--- src/rtl/bcd_addsub_pkg.sv ---
// Shared types and constants for the digit-serial signed-magnitude BCD adder/subtractor.
package bcd_addsub_pkg;

    localparam int BCD_MAX   = 9;
    localparam int BCD_RADIX = 10;
    localparam int NDIGITS   = 3;
    localparam int DIGIT_W   = 4;

    typedef enum logic [1:0] {
        ST_IDLE,
        ST_CALC,
        ST_DONE
    } state_t;

    // True when any digit of a packed 3-digit operand is outside 0..9.
    function automatic logic digits_invalid(input logic [NDIGITS*DIGIT_W-1:0] v);
        logic bad;
        bad = 1'b0;
        for (int i = 0; i < NDIGITS; i++) begin
            if (v[i*DIGIT_W +: DIGIT_W] > DIGIT_W'(BCD_MAX)) bad = 1'b1;
        end
        return bad;
    endfunction

endpackage

--- src/rtl/bcd_signmag_addsub_seq_digit.sv ---
// One BCD digit of add (x+y+cin) or subtract (x-y-cin), with decimal carry/borrow out.
module bcd_digit_addsub
    import bcd_addsub_pkg::*;
(
    input  logic [DIGIT_W-1:0] x,
    input  logic [DIGIT_W-1:0] y,
    input  logic               cin,
    input  logic               sub,
    output logic [DIGIT_W-1:0] d,
    output logic               cout
);

    logic [DIGIT_W:0] w_sum;
    logic [DIGIT_W:0] w_diff;

    // Mod-16 correction works because every corrected digit lands in 0..9.
    always_comb begin
        w_sum  = {1'b0, x} + {1'b0, y} + {{DIGIT_W{1'b0}}, cin};
        w_diff = {1'b0, x} - {1'b0, y} - {{DIGIT_W{1'b0}}, cin};
        d      = w_sum[DIGIT_W-1:0];
        cout   = 1'b0;
        if (sub) begin
            d = w_diff[DIGIT_W-1:0];
            if (w_diff[DIGIT_W]) begin
                d    = w_diff[DIGIT_W-1:0] + DIGIT_W'(BCD_RADIX);
                cout = 1'b1;
            end
        end else if (w_sum > (DIGIT_W+1)'(BCD_MAX)) begin
            d    = w_sum[DIGIT_W-1:0] - DIGIT_W'(BCD_RADIX);
            cout = 1'b1;
        end
    end

endmodule

--- src/rtl/bcd_signmag_addsub_seq.sv ---
// Digit-serial signed-magnitude 3-digit BCD add/subtract, one digit per clock, LSD first.
module bcd_signmag_addsub_seq
    import bcd_addsub_pkg::*;
(
    input  logic       clk,
    input  logic       rst_n,
    input  logic       start,
    input  logic       op,
    input  logic       sign_a,
    input  logic       sign_b,
    input  logic [3:0] A2,
    input  logic [3:0] A1,
    input  logic [3:0] A0,
    input  logic [3:0] B2,
    input  logic [3:0] B1,
    input  logic [3:0] B0,
    input  logic       L,
    input  logic       E,
    input  logic       G,
    output logic [3:0] S2,
    output logic [3:0] S1,
    output logic [3:0] S0,
    output logic       cout,
    output logic       sign_s,
    output logic       err,
    output logic       busy,
    output logic       done
);

    localparam int W = NDIGITS * DIGIT_W;

    state_t         r_state, w_state_nxt;
    logic [1:0]     r_cnt;
    logic           r_c;
    logic           r_eff_sub, r_sign_a, r_sign_b, r_op, r_l, r_force_zero;
    logic [W-1:0]   r_x, r_y, r_res, r_s;
    logic           r_cout, r_sign, r_err;

    logic [W-1:0]   w_a, w_b, w_mag, w_res_fin;
    logic           w_bad, w_onehot, w_eff_sub, w_swap, w_accept;
    logic [DIGIT_W-1:0] w_d;
    logic           w_c, w_cout_fin, w_sign_raw, w_sign_fin;

    assign w_a       = {A2, A1, A0};
    assign w_b       = {B2, B1, B0};
    assign w_bad     = digits_invalid(w_a) | digits_invalid(w_b);
    assign w_onehot  = ({L, E, G} == 3'b100) | ({L, E, G} == 3'b010) | ({L, E, G} == 3'b001);
    assign w_eff_sub = sign_a ^ sign_b ^ op;
    assign w_swap    = w_eff_sub & L & w_onehot;
    assign w_accept  = (r_state == ST_IDLE) & start;

    bcd_digit_addsub u_digit (
        .x    (r_x[DIGIT_W-1:0]),
        .y    (r_y[DIGIT_W-1:0]),
        .cin  (r_c),
        .sub  (r_eff_sub),
        .d    (w_d),
        .cout (w_c)
    );

    // Final digit joins the two already shifted into r_res.
    assign w_mag      = {w_d, r_res[W-1:DIGIT_W]};
    assign w_res_fin  = r_force_zero ? '0 : w_mag;
    assign w_cout_fin = ~r_eff_sub & w_c & ~r_force_zero;
    assign w_sign_raw = (r_eff_sub & r_l) ? (r_sign_b ^ r_op) : r_sign_a;
    assign w_sign_fin = w_sign_raw & ~((w_res_fin == '0) & ~w_cout_fin);

    always_comb begin
        w_state_nxt = r_state;
        case (r_state)
            ST_IDLE: if (start) w_state_nxt = w_bad ? ST_DONE : ST_CALC;
            ST_CALC: if (r_cnt == 2'(NDIGITS - 1)) w_state_nxt = ST_DONE;
            ST_DONE: w_state_nxt = ST_IDLE;
            default: w_state_nxt = ST_IDLE;
        endcase
    end

    always_ff @(posedge clk or negedge rst_n) begin
        if (!rst_n) begin
            r_state      <= ST_IDLE;
            r_cnt        <= '0;
            r_c          <= 1'b0;
            r_eff_sub    <= 1'b0;
            r_sign_a     <= 1'b0;
            r_sign_b     <= 1'b0;
            r_op         <= 1'b0;
            r_l          <= 1'b0;
            r_force_zero <= 1'b0;
            r_s          <= '0;
            r_cout       <= 1'b0;
            r_sign       <= 1'b0;
            r_err        <= 1'b0;
        end else begin
            r_state <= w_state_nxt;
            if (w_accept) begin
                r_cnt        <= '0;
                r_c          <= 1'b0;
                r_eff_sub    <= w_eff_sub;
                r_sign_a     <= sign_a;
                r_sign_b     <= sign_b;
                r_op         <= op;
                r_l          <= L;
                r_force_zero <= ~w_onehot | (w_eff_sub & E);
                r_err        <= w_bad;
                if (w_bad) begin
                    r_s    <= '0;
                    r_cout <= 1'b0;
                    r_sign <= 1'b0;
                end
            end else if (r_state == ST_CALC) begin
                r_cnt <= r_cnt + 2'd1;
                r_c   <= w_c;
                if (r_cnt == 2'(NDIGITS - 1)) begin
                    r_s    <= w_res_fin;
                    r_cout <= w_cout_fin;
                    r_sign <= w_sign_fin;
                end
            end
        end
    end

    // Operand and partial-result shift registers carry no control meaning, so no reset.
    always_ff @(posedge clk) begin
        if (w_accept) begin
            r_x <= w_swap ? w_b : w_a;
            r_y <= w_swap ? w_a : w_b;
        end else if (r_state == ST_CALC) begin
            r_x   <= r_x >> DIGIT_W;
            r_y   <= r_y >> DIGIT_W;
            r_res <= {w_d, r_res[W-1:DIGIT_W]};
        end
    end

    assign {S2, S1, S0} = r_s;
    assign cout         = r_cout;
    assign sign_s       = r_sign;
    assign err          = r_err;
    assign busy         = (r_state != ST_IDLE);
    assign done         = (r_state == ST_DONE);

endmodule

--- config.mk ---
export PLATFORM = sky130hd
export DESIGN_NAME = bcd_signmag_addsub_seq
export DESIGN_NICKNAME = d
export VERILOG_FILES = /design/src/rtl/bcd_addsub_pkg.sv /design/src/rtl/bcd_signmag_addsub_seq_digit.sv /design/src/rtl/bcd_signmag_addsub_seq.sv
export SDC_FILE = /design/constraint.sdc
export NUM_CORES = 1
export LEC_CHECK = 0
export ABC_AREA = 0
export CAP_MARGIN = 20
export CORE_UTILIZATION = 54
export DETAILED_ROUTE_END_ITERATION = 10
export PLACE_DENSITY = 0.8
export SYNTH_ARGS = -nofsm -noshare
export SYNTH_HDL_FRONTEND = slang
export SYNTH_HIERARCHICAL = 1
export SYNTH_SLANG_ARGS = --single-unit
--- constraint.sdc ---
create_clock -name clk -period 3.92 [get_ports clk]
set_input_delay 0.588 -clock clk [delete_from_list [all_inputs] [get_ports clk]]
set_output_delay 0.588 -clock clk [all_outputs]
set_load 0.01 [all_outputs]
==> impl_results.md, run 1 <==
- Max Cap Viol: 0
- Yosys warning count: 6
- Worst endpoint required time: 4160 ps
- PD cells: 537 nW/um^2
- Nets: 386
- # setup viols final: 0
- Status: finished clean
- Port Buf Inserts: 49
- CTS max path bufs: 2
- Hold Crit Class: reg2reg
- Yosys reg bits: 58
- Hold Buf Count CTS: 0
- Post-synth net total: 335
- Setup TNS: 0 ps
- GRT Util Overall: 0.228
- Sequential area share after synthesis: 0.501
- Clk slew on worst S/H paths: 70 ps
- Leakage: 0.00178 uW
- Final hold vios: 0
- Synth top area share: 0.299
- Fmax achieved: 301 MHz
- Slew @ Worst Pin: 829 ps
- Clk sinks: 58
- DP Area: 3740 sq um
- Vias in the first global route: 2285
- RSZ-0062 raised after global routing: false
- Num rows: 27
- Global routing usage on met3: 0.0678
- Fin Clk Skew: 9.83 ps
- Final instance area: 3950 sq um
- Period Utilization, post-route: 0.847
- Startpoint Class: flip-flop
- Die H: 79.2 microns
- Tmin final: 3320 ps
- GPL Wtd Cong: 0.820
- Fraction of layout cells with a size suffix above 1: 0.129
- Area grow syn2layout: 22.6%
- Max-slew violations: 0
- Asr flop ratio synth: 0.448
- Cells after Synth: 286
- H-tree levels: 3
- Root Driver: clkbuf_8
- Pin count of the biggest net entering global routing: 31
- Layer with the highest usage: met2
- CTS tree: done
- CP Max Fanout: 4
- Diode count: 0
- Total core area: 5610 sq um
- Drt via density: 5.51
- Via count: 2283
- Die W: 79.2 microns
- Avg WL per Cell: 15.0 microns
- Drt total wl: 6.19 mm
- Syn avg cell area: 11.3 sq um
- Synth unique cells: 50
- Worst VDD drop: 0.292 mV
- Residual DRC count: 0
- Setup bufs post-CTS: 0
- Slack of the critical path: 599 ps
- GR Overflow Total: 0
- Reg2Reg Setup Slack: 600 ps
- Initial antenna violation count: 0
- Initial DRC Count: 95
- First-pass GRT wire length: 10.7 mm
- Top_reg_cell synth: edfxtp_1
- Global-route met2 utilization: 0.384
- Met1 Use GR: 0.278
- Worst slack, placed: 639 ps
- Non-Filler Instances: 414
- Rel. slew slack: 0.445
- Main area contributors after synthesis: edfxtp_1, dfrtp_1, mux2i_1
- Number of gates resized after cts: 0
- Clk Latency, worst-skew pair: 340 ps
- CTS Buf Count: 9
- Hpwl dp: 4.53 mm
- CP Capture Type: flip-flop
- Starting density of the core: 0.574
- Kind of critical path: reg2reg
- Post-route antenna net violation count: 0
- Number of filler cells placed in the layout: 439
- Die area: 6270 sq um
- CP arrival: 3560 ps
- DP Cell Count: 398
- Top cell type by total area after synthesis: edfxtp_1
- IO Pins: 50
- Number of enable flip-flop cells after synthesis: 32
- Synth Cell Area: 3220 sq um
- Initial DRT Pass Iterations: 4
[registers in the layout, summed over array words and instances (netlist names)]
signal and count:
r_s 12, r_x 12, r_y 12, r_res 8, r_cnt 2, r_state 2, cout 1, err 1
r_c 1, r_eff_sub 1, r_force_zero 1, r_l 1, r_op 1, r_sign_a 1, r_sign_b 1, sign_s 1
[metal layers]
metal / vias to the layer above / part of all wire / routed length, microns
met5: - / 0 / 0
met4: 0 / 0.013 / 82
met3: 9 / 0.046 / 287
met2: 47 / 0.50 / 3120
met1: 1096 / 0.44 / 2710
li1: 1131 / - / -
[layout by cell type, fill, tap and decap left out, types with 4 or more instances in the layout]
cell	count
ha_1	12
nand3_1	4
o21ai_1	12
a22o_2	12
clkdlybuf4s50_1	49
nand2_1	44
nand2b_1	5
inv_1	14
o21ai_0	16
edfxtp_1	32
mux2i_1	28
dfrtp_1	26
fa_1	4
a21oi_1	6
nor2_1	16
clkbuf_8	9
[final timing paths]
| kind | from | end | cells past startpoint |
|---|---|---|---|
| max | r_y[0] | sign_s | 10 |
| min | r_l | r_l | 2 |
| max reg2reg | r_y[0] | sign_s | 10 |
| min reg2reg | r_l | r_l | 2 |
| max in group asynchronous | rst_n | r_eff_sub | 2 |
| min in group asynchronous | rst_n | r_s[3] | 2 |
[kinds of logic after synthesis]
family	Yosys count	share of synthesized area
DFF	58	0.501
AOI/OAI and AO/OA	59	0.131
and+or+nand+nor	90	0.138
adders and majority gates	16	0.0715
xor gates and xnor gates	7	0.0241
muxes	29	0.0906
buffers and inverters	27	0.0439
[Yosys cell counts (all sizes together), types with 3 or more instances]
master / number
nand3: 5
xor2: 3
a21oi: 6
nand2b: 5
buf: 6
nand2: 44
and2b: 3
fa: 4
xnor2: 3
edfxtp: 32
clkbuf: 6
nor2: 16
o21ai: 28
nor3: 3
inv: 15
dfrtp: 26
nor4: 3
ha: 12
a22o: 12
mux2i: 28
[power by group]
group          switching [uW]  internal (uW)  total [uW]
sequential               63.2            761         824
combinational             400            315         716
clock                     249            331         580
total                     712           1410        2120
[area by class of cell]
| class | count | area (sq um) | share of cell area |
|---|---|---|---|
| Tap cell | 72 | 90.1 | 0.0228 |
| Clock buffer | 10 | 149 | 0.0377 |
| Multi-Input combinational cell | 201 | 1470 | 0.371 |
| Inverter | 15 | 56.3 | 0.0143 |
| Clock inverter | 6 | 61.3 | 0.0155 |
| Timing Repair Buffer | 52 | 513 | 0.130 |
| Sequential cell | 58 | 1610 | 0.408 |
[critical path: stages (launching register included)]
cell	delay [ps]
edfxtp_1	420
fa_1	490
fa_1	430
xor2_1	180
ha_1	270
a221oi_2	410
mux2i_1	280
nor3_2	90
nor4_1	250
nand4_1	130
a32o_1	260
[through the flow]
| step | utilization | hold slack, ps | power (uW) |
|---|---|---|---|
| after detailed placement | 0.666 | 466 | 1550 |
| final | 0.704 | 481 | 2120 |
| after CTS | 0.704 | 484 | 2130 |
| after global placement | 0.666 | 463 | 1520 |
| after floorplan | - | 292 | 1340 |
| after global routing | 0.704 | 515 | 2250 |
No activity file was read; power rests on OpenSTA's default activity.
==> inputs of run 2 (changes only) <==
CORE_UTILIZATION = 49   (was 54)
PLACE_DENSITY = 0.77   (was 0.8)
clock period = 3.05 ns   (was 3.92 ns; I/O delays follow)
==> run 2 against run 1 <==
Register-to-register slack worse by 570 ps. Flip-flop and latch count unchanged. Largest cell class unchanged. Clock-buffer cell count unchanged.
==> impl_results.md, run 2 (same netlist as run 1, synthesis figures left out) <==
- Hpwl dp: 4.55 mm
- Drt total wl: 6.32 mm
- Leakage: 0.00184 uW
- Fraction of layout cells with a size suffix above 1: 0.182
- Startpoint Class: flip-flop
- First-pass GRT wire length: 10.7 mm
- GRT Util Overall: 0.197
- Worst VDD drop: 0.399 mV
- Nets: 396
- Avg WL per Cell: 14.7 microns
- Clk sinks: 58
- RSZ-0062 raised after global routing: true
- Part of the power in registers: 0.348
- Rel. slew slack: 0.484
- Slack of the critical path: 33.1 ps
- PD cells: 736 nW/um^2
- Die H: 83.0 microns
- Slew @ Worst Pin: 770 ps
- Kind of critical path: reg2reg
- Post-route antenna net violation count: 0
- Starting density of the core: 0.507
- Diode count: 0
- Max-slew violations: 0
- Worst endpoint required time: 3290 ps
- Clk Latency, worst-skew pair: 340 ps
- DP Area: 3800 sq um
- GPL Wtd Cong: 0.825
- H-tree levels: 3
- Max Cap Viol: 0
- Worst hold slack: 484 ps
- CTS Buf Count: 9
- Die W: 83.0 microns
- Port Buf Inserts: 49
- Fmax achieved: 331 MHz
- Most common cell after layout, fill and taps aside: clkdlybuf4s50_1
- NetSw: 985 uW
- Power Internal: 2040 uW
- CTS tree: done
- Initial DRC Count: 73
- Sw Share: 0.325
- Status: finished clean
- Tmin final: 3020 ps
- Die area: 6900 sq um
- CP Max Fanout: 2
- Initial antenna violation count: 0
- Via count: 2367
- Worst slack, placed: -82.4 ps
- Drt via density: 5.52
- Initial DRT Pass Iterations: 4
- CP Capture Type: flip-flop
- Root Driver: clkbuf_8
- Fin Clk Skew: 11.1 ps
- Logic pwr share: 0.372
- Period Utilization, post-route: 0.989
- GR Overflow Total: 0
- Area grow syn2layout: 27.8%
- Final hold vios: 0
- Util after Layout: 0.648
- Clk slew on worst S/H paths: 70 ps
- Final instance area: 4110 sq um
- Vias in the first global route: 2328
- Hold Crit Class: in2async
- Residual DRC count: 0
- IO Pins: 50
- Num rows: 29
- Total core area: 6350 sq um
- Largest regs: r_s: 12 flops, r_x: 12 flops, r_y: 12 flops
- Clock network power share: 0.280
- CP arrival: 3250 ps
- Most frequent cells in the layout: clkdlybuf4s50_1, nand2_1, edfxtp_1, mux2i_1, dfrtp_1
- Number of filler cells placed in the layout: 493
- Pin count of the biggest net entering global routing: 35
- # setup viols final: 0
- CTS max path bufs: 2
==> run 2: cell count changes in the layout (fill, tap and decap cells not counted), moves of 2 or more <==
cell      change
fa_2          +4
buf_4        +10
fa_1          -4
clkinv_4      +2
==> run 2: power groups by stage <==
stage	registers, uW	logic, uW	clock network [uW]
floorplan	1050	678	0
global placement	1070	976	0
detailed placement	1070	1010	0
CTS	1050	1030	866
global route	1070	1250	893
finish	1050	1130	848
==> run 2: worst max-delay path: stages (launching register included) <==
cell and delay (ps):
edfxtp_1 420, fa_2 440, fa_2 600, inv_2 60, ha_4 160, a221oi_4 290, mux2i_1 270, nor3_2 70
nor4_1 240, nand4_1 110, a32o_1 260
==> run 2: worst paths after layout <==
kind	startpoint	endpoint	slack, ps	depth (start not counted)
max in group asynchronous	rst_n	r_cnt[0]	2310	2
hold / removal	rst_n	r_s[4]	480	2
setup reg to reg	r_y[0]	sign_s	30	10
min in group clk	r_l	r_l	490	2
hold reg to reg	r_l	r_l	490	2
setup / recovery	r_y[0]	sign_s	30	10
==> run 2: layer usage <==
metal	wire, microns	GRT usage	vias up
li1	-	-	1156
met4	112	0.0752	0
met2	3220	0.337	54
met3	249	0.0547	11
met1	2740	0.237	1146
met5	0	0	-
==> run 2: what timing repair did <==
item                                    4_1_cts  5_1_grt
endpoints found under the setup margin        1        1
gates resized for setup                       3        8
buffers inserted                              0        2
hold buffers                                  0        0
pin swaps                                     2        7
==> run 2: final cells by class <==
cell class,instances,area (sq um),area share
Multi-Input combinational cell,201,1520,0.369
Sequential cell,58,1610,0.392
Inverter,15,56.3,0.0137
Clock buffer,10,149,0.0362
Clock inverter,6,95.1,0.0231
Timing Repair Buffer,62,588,0.143
Tap cell,77,96.3,0.0234
==> run 2: through the flow <==
| stage | total power [uW] | TNS (ps) | instances |
|---|---|---|---|
| final | 3030 | 0 | 429 |
| after global routing | 3210 | -65.3 | 429 |
| after CTS | 2950 | 0 | 427 |
| after detailed placement | 2070 | -82.4 | 411 |
| after global placement | 2040 | 0 | 411 |
| after floorplan | 1730 | 0 | 286 |
==> variant, RTL diff (config.mk and constraints of run 2) <==
Re-encode `state_t` (3 states) as one-hot, 3 bits wide.
--- a/src/rtl/bcd_addsub_pkg.sv
+++ b/src/rtl/bcd_addsub_pkg.sv
@@ -6,10 +6,10 @@
     localparam int NDIGITS   = 3;
     localparam int DIGIT_W   = 4;
 
-    typedef enum logic [1:0] {
-        ST_IDLE,
-        ST_CALC,
-        ST_DONE
+    typedef enum logic [2:0] {
+        ST_IDLE = 3'b001,
+        ST_CALC = 3'b010,
+        ST_DONE = 3'b100
     } state_t;
 
     // True when any digit of a packed 3-digit operand is outside 0..9.
Check against the original RTL: same outputs for any inputs over 10 cycles, from zero or initial values and one cycle with rst_n low; not proved beyond that.
==> variant against run 2 <==
The run now ends with negative setup slack left. Wire length is 5.4% higher. Synthesized area is 0.86% higher. Die area is 0.83% higher. Worst setup slack worse by 0.12 ns. Total power is 17% lower. Cell area is 0.97% higher. Sequential cell count is 1 higher. Sequential share of layout area is 0.25 points higher. Maximum frequency is 3.9% lower.
==> variant: results (changes against run 2) <==
synth_area_leaders: "edfxtp_1 (30%), dfrtp_1 (20%), mux2i_1 (8.6%)"
yosys-mux-area-fraction: 0.08635  # -0.004238
fin_tns_setup_ns: -0.08805  # -0.08805 ns
first_global_vias: 2379  # +2.2%
synthAdderAreaFrac: 0.07093  # -0.0006067
fin_nets: 403  # +1.8%
ff2ff_path_depth: 11  # +1
dr.pass1.iters: 4  # unchanged
portBuffers: 49  # unchanged
first_iter_violations: 58  # -21%
place_congestion: 0.8305  # +0.73%
wl_per_cell_microns: 15.29  # +3.7%
slowest_stage: "fa_2"
post-place-ws_ns: -0.1634  # -0.08097 ns
clockBufferDepth: 2  # unchanged
ctsHtreeMaxLevel: 3  # unchanged
critPathMaxStageDelay_ns: 0.55  # -0.05 ns
place_area_sq_um: 3933  # +3.4%
antenna_found_initial: 0  # unchanged
relSlewSlack: 0.3982  # -0.08588
whs_ns: 0.4870  # +0.003341 ns
grt_pass1_wl_mm: 11.11  # +3.7%
use_met1: 0.2369  # -0.0004713
violations: "negative setup slack"
fin_ws_ns: -0.08805  # -0.1211 ns
dp.cells: 420  # +2.2%
status: "finished, violations left"
worstSkewPairLatency_ns: 0.34  # about the same
p_leak_uw: 0.001859  # +0.77%
clk_pin_slew_ns: 0.07  # about the same
drive_gt1_frac: 0.1699  # -0.01190
synthTopCellsByCount: "nand2_1 (42), edfxtp_1 (32), mux2i_1 (28), o21ai_0 (27), dfrtp_1 (26)"
grtUsageTotal: 0.2067  # +0.009377
synth_nets: 337  # +0.60%
criticalPathCategory: "register to register"
finish.instance_area_sq_um: 4154  # +0.97%
grt_use_met3: 0.04871  # -0.005964
viasPerCell: 5.564  # +0.85%
async_flop_share: 0.4576  # +0.009351
r2r_start: "r_c$_DFFE_PN0P_"
grt_max_degree: 49  # +40%
synthXorXnorAreaFrac: 0.02390  # -0.0002044
global_route.usage.met2: 0.3539  # +0.01714
cp_top_family: "adder cells"
clock_skew_ns: 0.009661  # -0.001471 ns
hp-class: "input port to async pin"
final_cells: 436  # +1.6%
vdd_ir_drop_max_v: 0.0003919  # -1.9%
fillers: 531  # +7.7%
reg2reg_to: "sign_s$_DFFE_PN0P_"
post_cts_buffers: 0  # unchanged
crit_fanout: 3  # +1
synth_cell_types: 56  # +12%
synth_compound_area_frac: 0.1342  # +0.003518
worstPathArrival_ns: 3.37  # +0.12 ns
ys_seq_area_frac: 0.5046  # +0.003848
hpwl_mm: 4.772  # +4.8%
synth_cells: 288  # +0.70%
die_width_microns: 83.39  # +0.42%
setup_viol: 1  # +1
[variant: timing repair]
item / in CTS / in global routing
gates resized for setup: 1 / 6
pin swaps: 4 / 3
setup endpoints to repair: 1 / 2
[variant: power by group]
group	internal, uW	total, uW	switching, uW
Clock	341	662	321
Sequential	942	993	51.3
Combinational	417	854	437
Total	1700	2510	809
[variant: area by class of cell]
| class | instances | area share |
|---|---|---|
| sequential | 59 | 0.3943 |
| multi-input combinational | 203 | 0.3747 |
| timing repair buffer | 66 | 0.1488 |
| clock buffer | 10 | 0.03584 |
| tap | 77 | 0.02319 |
| inverter | 15 | 0.01416 |
| clock inverter | 6 | 0.009036 |
[variant: per-layer routing]
metal,vias up,wire length [microns],share of wire
met1,1178,2804,0.42
met4,0,157,0.024
li1,1174,-,-
met5,-,0,0
met3,18,237,0.036
met2,56,3468,0.52
